--- src/rtl/tsal_pkg.sv ---
// Shared definitions for the TSAL sample sequencer: data width, forced
// fault value, FSM state encoding and a counter-width helper.
package tsal_pkg;

    localparam int DATA_W = 8;

    // Full-scale value presented once the ADC is considered dead, so the
    // comparator reports the tractive system as active.
    localparam logic [DATA_W-1:0] FAULT_DATA = 8'hFF;

    typedef enum logic [1:0] {
        ST_IDLE    = 2'd0,
        ST_START   = 2'd1,
        ST_WAIT    = 2'd2,
        ST_PRESENT = 2'd3
    } seq_state_t;

    // Width of a counter that must hold values 0..max_val (at least 1 bit).
    function automatic int cnt_w(input int max_val);
        return (max_val < 2) ? 1 : $clog2(max_val + 1);
    endfunction

endpackage

--- src/rtl/tsal_tick_gen.sv ---
// Sample-period divider: counts 0..DIV-1 while enabled and flags the last
// count as a tick. Disabling holds the count at zero, so the first tick
// after enable rises arrives a full period later.
module tsal_tick_gen
    import tsal_pkg::*;
#(
    parameter int DIV = 8000
) (
    input  logic clk,
    input  logic rst,
    input  logic enable,
    output logic tick
);

    localparam int             CW   = cnt_w(DIV - 1);
    localparam logic [CW-1:0]  LAST = CW'(DIV - 1);

    logic [CW-1:0] count_reg;

    assign tick = enable && (count_reg == LAST);

    // Free-running period counter, held at zero while disabled.
    always_ff @(posedge clk or negedge rst) begin
        if (!rst) begin
            count_reg <= '0;
        end else if (!enable || (count_reg == LAST)) begin
            count_reg <= '0;
        end else begin
            count_reg <= count_reg + 1'b1;
        end
    end

endmodule

--- src/rtl/tsal_sample_sequencer.sv ---
// TSAL sample sequencer: triggers the ADC once per sample period, waits a
// bounded time for the result, and presents it to the comparator with a
// data_ready strobe. Consecutive missed conversions latch a sticky fault
// after which every presented sample is forced to full scale.
module tsal_sample_sequencer
    import tsal_pkg::*;
#(
    parameter int SAMPLE_DIV  = 8000,
    parameter int TIMEOUT_CYC = 64,
    parameter int STROBE_CYC  = 2,
    parameter int FAULT_LIMIT = 3
) (
    input  logic              clk,
    input  logic              rst,
    input  logic              enable,
    output logic              adc_start,
    input  logic              adc_done,
    input  logic [DATA_W-1:0] adc_data,
    output logic [DATA_W-1:0] data,
    output logic              data_ready,
    output logic              fault,
    output logic              overrun
);

    localparam int TW = cnt_w(TIMEOUT_CYC);
    localparam int SW = cnt_w(STROBE_CYC);
    localparam int MW = cnt_w(FAULT_LIMIT);

    // Timeout counter is cleared in START, so the last allowed WAIT cycle
    // (TIMEOUT_CYC clocks after adc_start) sees TIMEOUT_CYC-1.
    localparam logic [TW-1:0] TMO_LAST = TW'(TIMEOUT_CYC - 1);
    localparam logic [SW-1:0] STR_LAST = SW'(STROBE_CYC - 1);
    localparam logic [MW-1:0] MISS_MAX = MW'(FAULT_LIMIT);

    seq_state_t        state_reg, state_next;
    logic [TW-1:0]     tmo_cnt_reg, tmo_cnt_next;
    logic [SW-1:0]     str_cnt_reg, str_cnt_next;
    logic [MW-1:0]     miss_cnt_reg, miss_cnt_next;
    logic [DATA_W-1:0] data_reg, data_next;
    logic              fault_reg, fault_next;

    logic              tick;
    logic [MW-1:0]     miss_inc;
    logic              miss_fault;

    tsal_tick_gen #(
        .DIV (SAMPLE_DIV)
    ) u_tick_gen (
        .clk    (clk),
        .rst    (rst),
        .enable (enable),
        .tick   (tick)
    );

    // Saturating miss count and whether this miss leaves the block faulted.
    assign miss_inc   = (miss_cnt_reg == MISS_MAX) ? miss_cnt_reg : miss_cnt_reg + 1'b1;
    assign miss_fault = fault_reg || (miss_inc == MISS_MAX);

    // A tick that finds the sequencer busy is dropped and flagged.
    assign overrun = tick && (state_reg != ST_IDLE);
    assign data    = data_reg;
    assign fault   = fault_reg;

    // State and datapath registers.
    always_ff @(posedge clk or negedge rst) begin
        if (!rst) begin
            state_reg    <= ST_IDLE;
            tmo_cnt_reg  <= '0;
            str_cnt_reg  <= '0;
            miss_cnt_reg <= '0;
            data_reg     <= '0;
            fault_reg    <= 1'b0;
        end else begin
            state_reg    <= state_next;
            tmo_cnt_reg  <= tmo_cnt_next;
            str_cnt_reg  <= str_cnt_next;
            miss_cnt_reg <= miss_cnt_next;
            data_reg     <= data_next;
            fault_reg    <= fault_next;
        end
    end

    // Next-state and output decode for the start/wait/present sequence.
    always_comb begin
        state_next    = state_reg;
        tmo_cnt_next  = tmo_cnt_reg;
        str_cnt_next  = str_cnt_reg;
        miss_cnt_next = miss_cnt_reg;
        data_next     = data_reg;
        fault_next    = fault_reg;
        adc_start     = 1'b0;
        data_ready    = 1'b0;

        case (state_reg)
            ST_IDLE: begin
                if (tick) begin
                    state_next = ST_START;
                end
            end
            ST_START: begin
                adc_start    = 1'b1;
                tmo_cnt_next = '0;
                state_next   = ST_WAIT;
            end
            ST_WAIT: begin
                // A result arriving on the timeout cycle still counts.
                if (adc_done) begin
                    data_next     = fault_reg ? FAULT_DATA : adc_data;
                    miss_cnt_next = '0;
                    str_cnt_next  = '0;
                    state_next    = ST_PRESENT;
                end else if (tmo_cnt_reg == TMO_LAST) begin
                    miss_cnt_next = miss_inc;
                    fault_next    = miss_fault;
                    if (miss_fault) begin
                        data_next    = FAULT_DATA;
                        str_cnt_next = '0;
                        state_next   = ST_PRESENT;
                    end else begin
                        state_next = ST_IDLE;
                    end
                end else begin
                    tmo_cnt_next = tmo_cnt_reg + 1'b1;
                end
            end
            ST_PRESENT: begin
                data_ready = 1'b1;
                if (str_cnt_reg == STR_LAST) begin
                    state_next = ST_IDLE;
                end else begin
                    str_cnt_next = str_cnt_reg + 1'b1;
                end
            end
            default: begin
                state_next = ST_IDLE;
            end
        endcase
    end

endmodule

--- config.mk ---
export PLATFORM = sky130hd
export DESIGN_NAME = tsal_sample_sequencer
export DESIGN_NICKNAME = d
export VERILOG_FILES = /design/src/rtl/tsal_pkg.sv /design/src/rtl/tsal_tick_gen.sv /design/src/rtl/tsal_sample_sequencer.sv
export SDC_FILE = /design/constraint.sdc
export NUM_CORES = 1
export LEC_CHECK = 0
export BUFFER_PORTS_ARGS = -buffer_cell sky130_fd_sc_hd__buf_2
export CAP_MARGIN = 10
export CORE_MARGIN = 2
export CORE_UTILIZATION = 40
export DETAILED_ROUTE_END_ITERATION = 10
export PLACE_DENSITY = 0.64
export REMOVE_ABC_BUFFERS = 1
export SLEW_MARGIN = 20
export SYNTH_ARGS = -nofsm -noshare
export SYNTH_HDL_FRONTEND = slang
export SYNTH_HIERARCHICAL = 1
export SYNTH_SLANG_ARGS = --single-unit
--- constraint.sdc ---
create_clock -name clk -period 1.8 [get_ports clk]
set_input_delay 0.45 -clock clk [delete_from_list [all_inputs] [get_ports clk]]
set_output_delay 0.45 -clock clk [all_outputs]
set_load 0.005 [all_outputs]
-- Yosys cells after proc, flatten, opt, wreduce, memory -nomap -nowiden
Cells that the tools add are included.
- add/subtract/negate cells: 4
- $mul: 0
- divide/modulo/power cells: 0
- $lt $le $gt $ge: 0
- equal/unequal tests: 15
- shift-type cells: 0
- mux-type cells: 24
- bitwise logic cells: 1
- reductions and logical operators: 17
- operator list (cell ; number):
    $mux W8 ; 4
    $mux W2 ; 12
    $mux W7 ; 2
    $pmux W7 S2 ; 1
    $add A13 B1 Y13 const B ; 1
    $eq A13 B13 Y1 const B ; 1
    $mux W13 ; 1
    $reduce_and A3 Y1 ; 4
    $ne A2 B2 Y1 const B ; 5
    $reduce_bool A2 Y1 ; 5
    $eq A2 B2 Y1 const B ; 4
    $pmux W2 S4 ; 1
    $add A7 B1 Y7 const B ; 1
    $eq A7 B6 Y1 const B ; 1
    $ne A3 B3 Y1 const B ; 2
    $add A2 B1 Y2 const B ; 2
    $eq A2 B1 Y1 const B ; 2
    $pmux W2 S2 ; 1
    $reduce_and A4 Y1 ; 1
    $logic_and A1 B1 Y1 ; 2
    $logic_not A2 Y1 ; 1
    $logic_or A1 B1 Y1 ; 2
    $mux W1 ; 2
    $reduce_and A2 Y1 ; 1
    other kinds (2) ; 2
- flip-flop bits (word level): 35
- latch bits: 0
- bits in writable memories: 0
- bits in read-only memories: 0
- output and inout bits: 12
- word-level logic and storage cells: 68
- memories: 0

-- Logic depth before layout (Yosys ltp)
- depth in word-level cells: 8
- gate-level depth with buffers: 6
- mapped depth without buffers: 6

-- Modules after synthesis
The synthesis kept the hierarchy.
- modules (own cells, without submodules) (module ; instances ; cells an instance ; area each (µm²) ; seq. area each (µm²)):
    tsal_sample_sequencer ; 1 ; 114 ; 1128.6 ; 550.5
    tsal_tick_gen ; 1 ; 70 ; 684.4 ; 325.3

-- Worst setup path after synthesis
OpenSTA, ideal clock, no wires.
- kind: reg2out
- start point: reg u_tick_gen.count_reg[2]
- end point: out overrun
- arrival time: 1.461 ns
- required time: 1.350 ns
- slack: -0.111 ns
- cell stages (with the launch flop): 6
- buffers on the path: 1
- cell sequence: dfrtp_1 > nand3_1 > clkbuf_1 > or3_1 > nor3_1 > nor2b_1
- longest elaborated chain between the ends: 3
- RTL lines (item ; RTL line ; text):
    from (decl) ; tsal_tick_gen.sv:18 ; logic [CW-1:0] count_reg;
    from (signal assigned) ; tsal_tick_gen.sv:29 ; count_reg <= count_reg + 1'b1;
    $eq A13 B13 Y1 ; tsal_tick_gen.sv:20 ; assign tick = enable && (count_reg == LAST);
    $logic_and A1 B1 Y1 ; tsal_tick_gen.sv:20 ;
    via tick ; tsal_sample_sequencer.sv:42 ; logic tick;
    $logic_and A1 B1 Y1 ; tsal_sample_sequencer.sv:60 ; assign overrun = tick && (state_reg != ST_IDLE);
    to (decl) ; tsal_sample_sequencer.sv:22 ; output logic overrun
The timed path passes the listed nets, and every way through them passes these cells.

-- Worst setup path in the final report
- start point: reg u_tick_gen.count_reg[0]
- end point: out overrun
Same word-level chain as after synthesis.

==> flow_metrics.tcl <==
set metrics [dict create \
    worstSetupEndpointType "output pin" \
    coreArea_um2 4350 \
    numCtsBuffers 5 \
    clk_path_buf_depth 2 \
    multi_input_area_um2 881 \
    routed_wl_um 3900 \
    antenna_found_initial 0 \
    ys_seq_area_frac 0.483 \
    grt_max_degree 36 \
    critical-path-top-delay-family "simple AND/OR/NAND/NOR gates" \
    dr_total_vias 1559 \
    gp_routability_congestion 0.854 \
    die_area_um2 5090 \
    area_growth_pct 25.6 \
    drive_gt1_frac 0.280 \
    start_kind "flop" \
    synthTopCellsByArea "dfrtp_1 48%, a21oi_1 5.8%, nor2_1 2.9%" \
    clock_sink_count 35 \
    ys.flop_type "dfrtp_1" \
    crit_path_max_fanout 2 \
    ys_ff_latch 35 \
    drcViolationCount 0 \
    num-nets-final 250 \
    p_leak_nw 1.07 \
    yosys.area.top_type "dfrtp_1" \
    grt_pass1_vias 1477 \
    syn_avg_cell_area_um2 9.85 \
    slowest_stage "or3_1" \
    finalCritPeriodShare 1.18 \
    synthArstFlopShare 1.00 \
    synthDominantCellAreaShare 0.483 \
    fmax_mhz 471 \
    maxCapViolCount 0 \
    final_cell_count_no_fill 288 \
    htreeDepth 2 \
    nFillCells 396 \
    die_x_um 71.3 \
    largest_reg_flops 13 \
    diodes 0 \
    rsz0062_at_grt "true" \
    max_stage_delay_ps 360 \
    grt_first_pass_wirelength_um 6730 \
    tns_ps -325 \
    min_path_type "in -> async" \
    pre_cts_ws_ps -94.2 \
    path_buf_inv 1 \
    synthCells 184 \
    skew_ps 7.61 \
    relSlewSlack 0.643 \
    start_util 0.416 \
    cp.arrival_ps 1670 \
    synth-edff-count 0 \
    final_area_um2 2280 \
    vias_per_cell 5.41 \
    hold_viol 0 \
    status "finished, violations left" \
    grtUsageTotal 0.167 \
    finalCriticalPeriod_ps 2120 \
    root_buffer "clkbuf_8" \
    overflow 0 \
    pin_count 24 \
    clock_latency_ps 290 \
    yosys_warnings 6 \
    worstSetupPathType "reg -> out" \
    die_h_um 71.3 \
    final.setup.worst_slack_ps -325 \
    power_density_nw_per_um2 1150 \
    crit_chain "ha_1, nand2_1, or3_1, nor3_2, nor2b_4, buf_2" \
    power_mw 2.61 \
    finalSetupViolations 1 \
    hpwl_um 2880 \
    report.final.slew_viol_count 0 \
    regArea_um2 876 \
    violations "negative setup slack" \
    cts_tree "built" \
    wl_per_cell_um 13.5 \
    placed_cells 279 \
    dr.pass1.iters 4 \
    ir_drop_uv 684 \
    synth_area_um2 1810 \
    clkTransAtPathRegs_ps 70 \
    portBuffers 23 \
    crit_required_ps 1350 \
    placed_area_um2 2160 \
    ctsHoldBuffers 0 \
    netlist-cell-type-count 44 \
    drtAntennaViolNets 0 \
    fp-row-count 24 \
    first_iter_violations 108 \
    max_slew.worst_pin.slew_ps 530 \
]
[per-stage QoR]
stage,utilization,hold WS [ps]
finish,0.523,189
floorplan,-,154
CTS,0.520,202
detailed placement,0.495,486
global placement,0.495,489
global route,0.523,223
[routing by layer]
| metal | wire length, um | up-vias | track usage |
|---|---|---|---|
| met3 | 98 | 6 | 0.0422 |
| met4 | 46 | 0 | 0.0503 |
| li1 | - | 792 | - |
| met2 | 1890 | 16 | 0.266 |
| met1 | 1860 | 745 | 0.225 |
| met5 | 0 | - | 0 |
[power breakdown]
part,internal [mW],total (mW),switching (mW)
Sequential,0.966,1.15,0.185
Combinational,0.402,0.828,0.426
Clock,0.349,0.629,0.279
[placed cells by master (no fill, tap or decap), types with 2 or more instances in the layout]
master,n
xor2_1,2
ha_1,3
buf_4,28
and2b_1,2
a21boi_0,2
inv_1,8
buf_2,23
nor2_1,14
a31oi_1,4
dfrtp_1,35
o22ai_1,8
mux2i_1,3
o211ai_1,5
a41o_1,2
or4_1,5
o31ai_1,5
clkbuf_8,7
nor2b_1,3
nand3_1,7
and3_1,2
or3_1,4
and2_1,2
a311oi_1,2
nand4_1,5
a21oi_1,21
nand2_1,11
o21ai_0,6
[Yosys cell counts (all sizes together), types with 4 or more instances]
master,n
dfrtp,35
nand4,5
or4,6
nor2,14
buf,4
nand2,11
or3,4
o211ai,5
o31ai,5
nand3,7
a21oi,21
a31oi,4
inv,8
o21ai,6
nor2b,4
o22ai,8
[cells by family (layout without fill, tap and decap cells)]
family / count (synthesis) / in the layout / synth area share
and+or+nand+nor: 66 / 66 / 0.210
AOI/OAI and AO/OA: 59 / 59 / 0.217
DFF: 35 / 35 / 0.483
buffers and inverters: 15 / 67 / 0.0380
muxes: 3 / 3 / 0.0166
adders and majority gates: 3 / 3 / 0.0207
xor gates and xnor gates: 3 / 3 / 0.0145
[worst register-to-register path: stages, from the launching register on]
cell	delay, ps
dfrtp_1	380
or3b_4	410
buf_4	150
o41ai_4	350
buf_4	200
a21oi_1	50
[layout make-up]
| type | count | area share |
|---|---|---|
| inverter | 8 | 0.0132 |
| clock buffer | 8 | 0.0440 |
| timing repair buffer | 51 | 0.143 |
| sequential | 35 | 0.385 |
| tap | 52 | 0.0286 |
| multi-input combinational | 134 | 0.387 |
[path summary, 6_finish.rpt]
kind	from	to	slack, ps	depth (start not counted)
hold / removal	rst	tmo_cnt_reg[4]$_DFFE_PN0P_	190	2
setup / recovery	u_tick_gen/count_reg[0]$_DFF_PN0_	overrun	-320	6
max in group asynchronous	rst	data[2]$_DFFE_PN0P_	1290	2
hold reg to reg	str_cnt_reg[0]$_DFFE_PN0P_	str_cnt_reg[0]$_DFFE_PN0P_	490	1
setup reg to reg	u_tick_gen/count_reg[6]$_DFF_PN0_	u_tick_gen/count_reg[10]$_DFF_PN0_	150	5
min in group clk	adc_data[5]	data[5]$_DFFE_PN0P_	430	3
[repair_timing]
| action | in CTS | in global routing |
|---|---|---|
| buffers inserted | 0 | 1 |
| pin swaps | 0 | 1 |
| endpoints found under the setup margin | 1 | 4 |
| gates resized for setup | 2 | 1 |
Note: power is estimated with default switching activity, not from simulation.
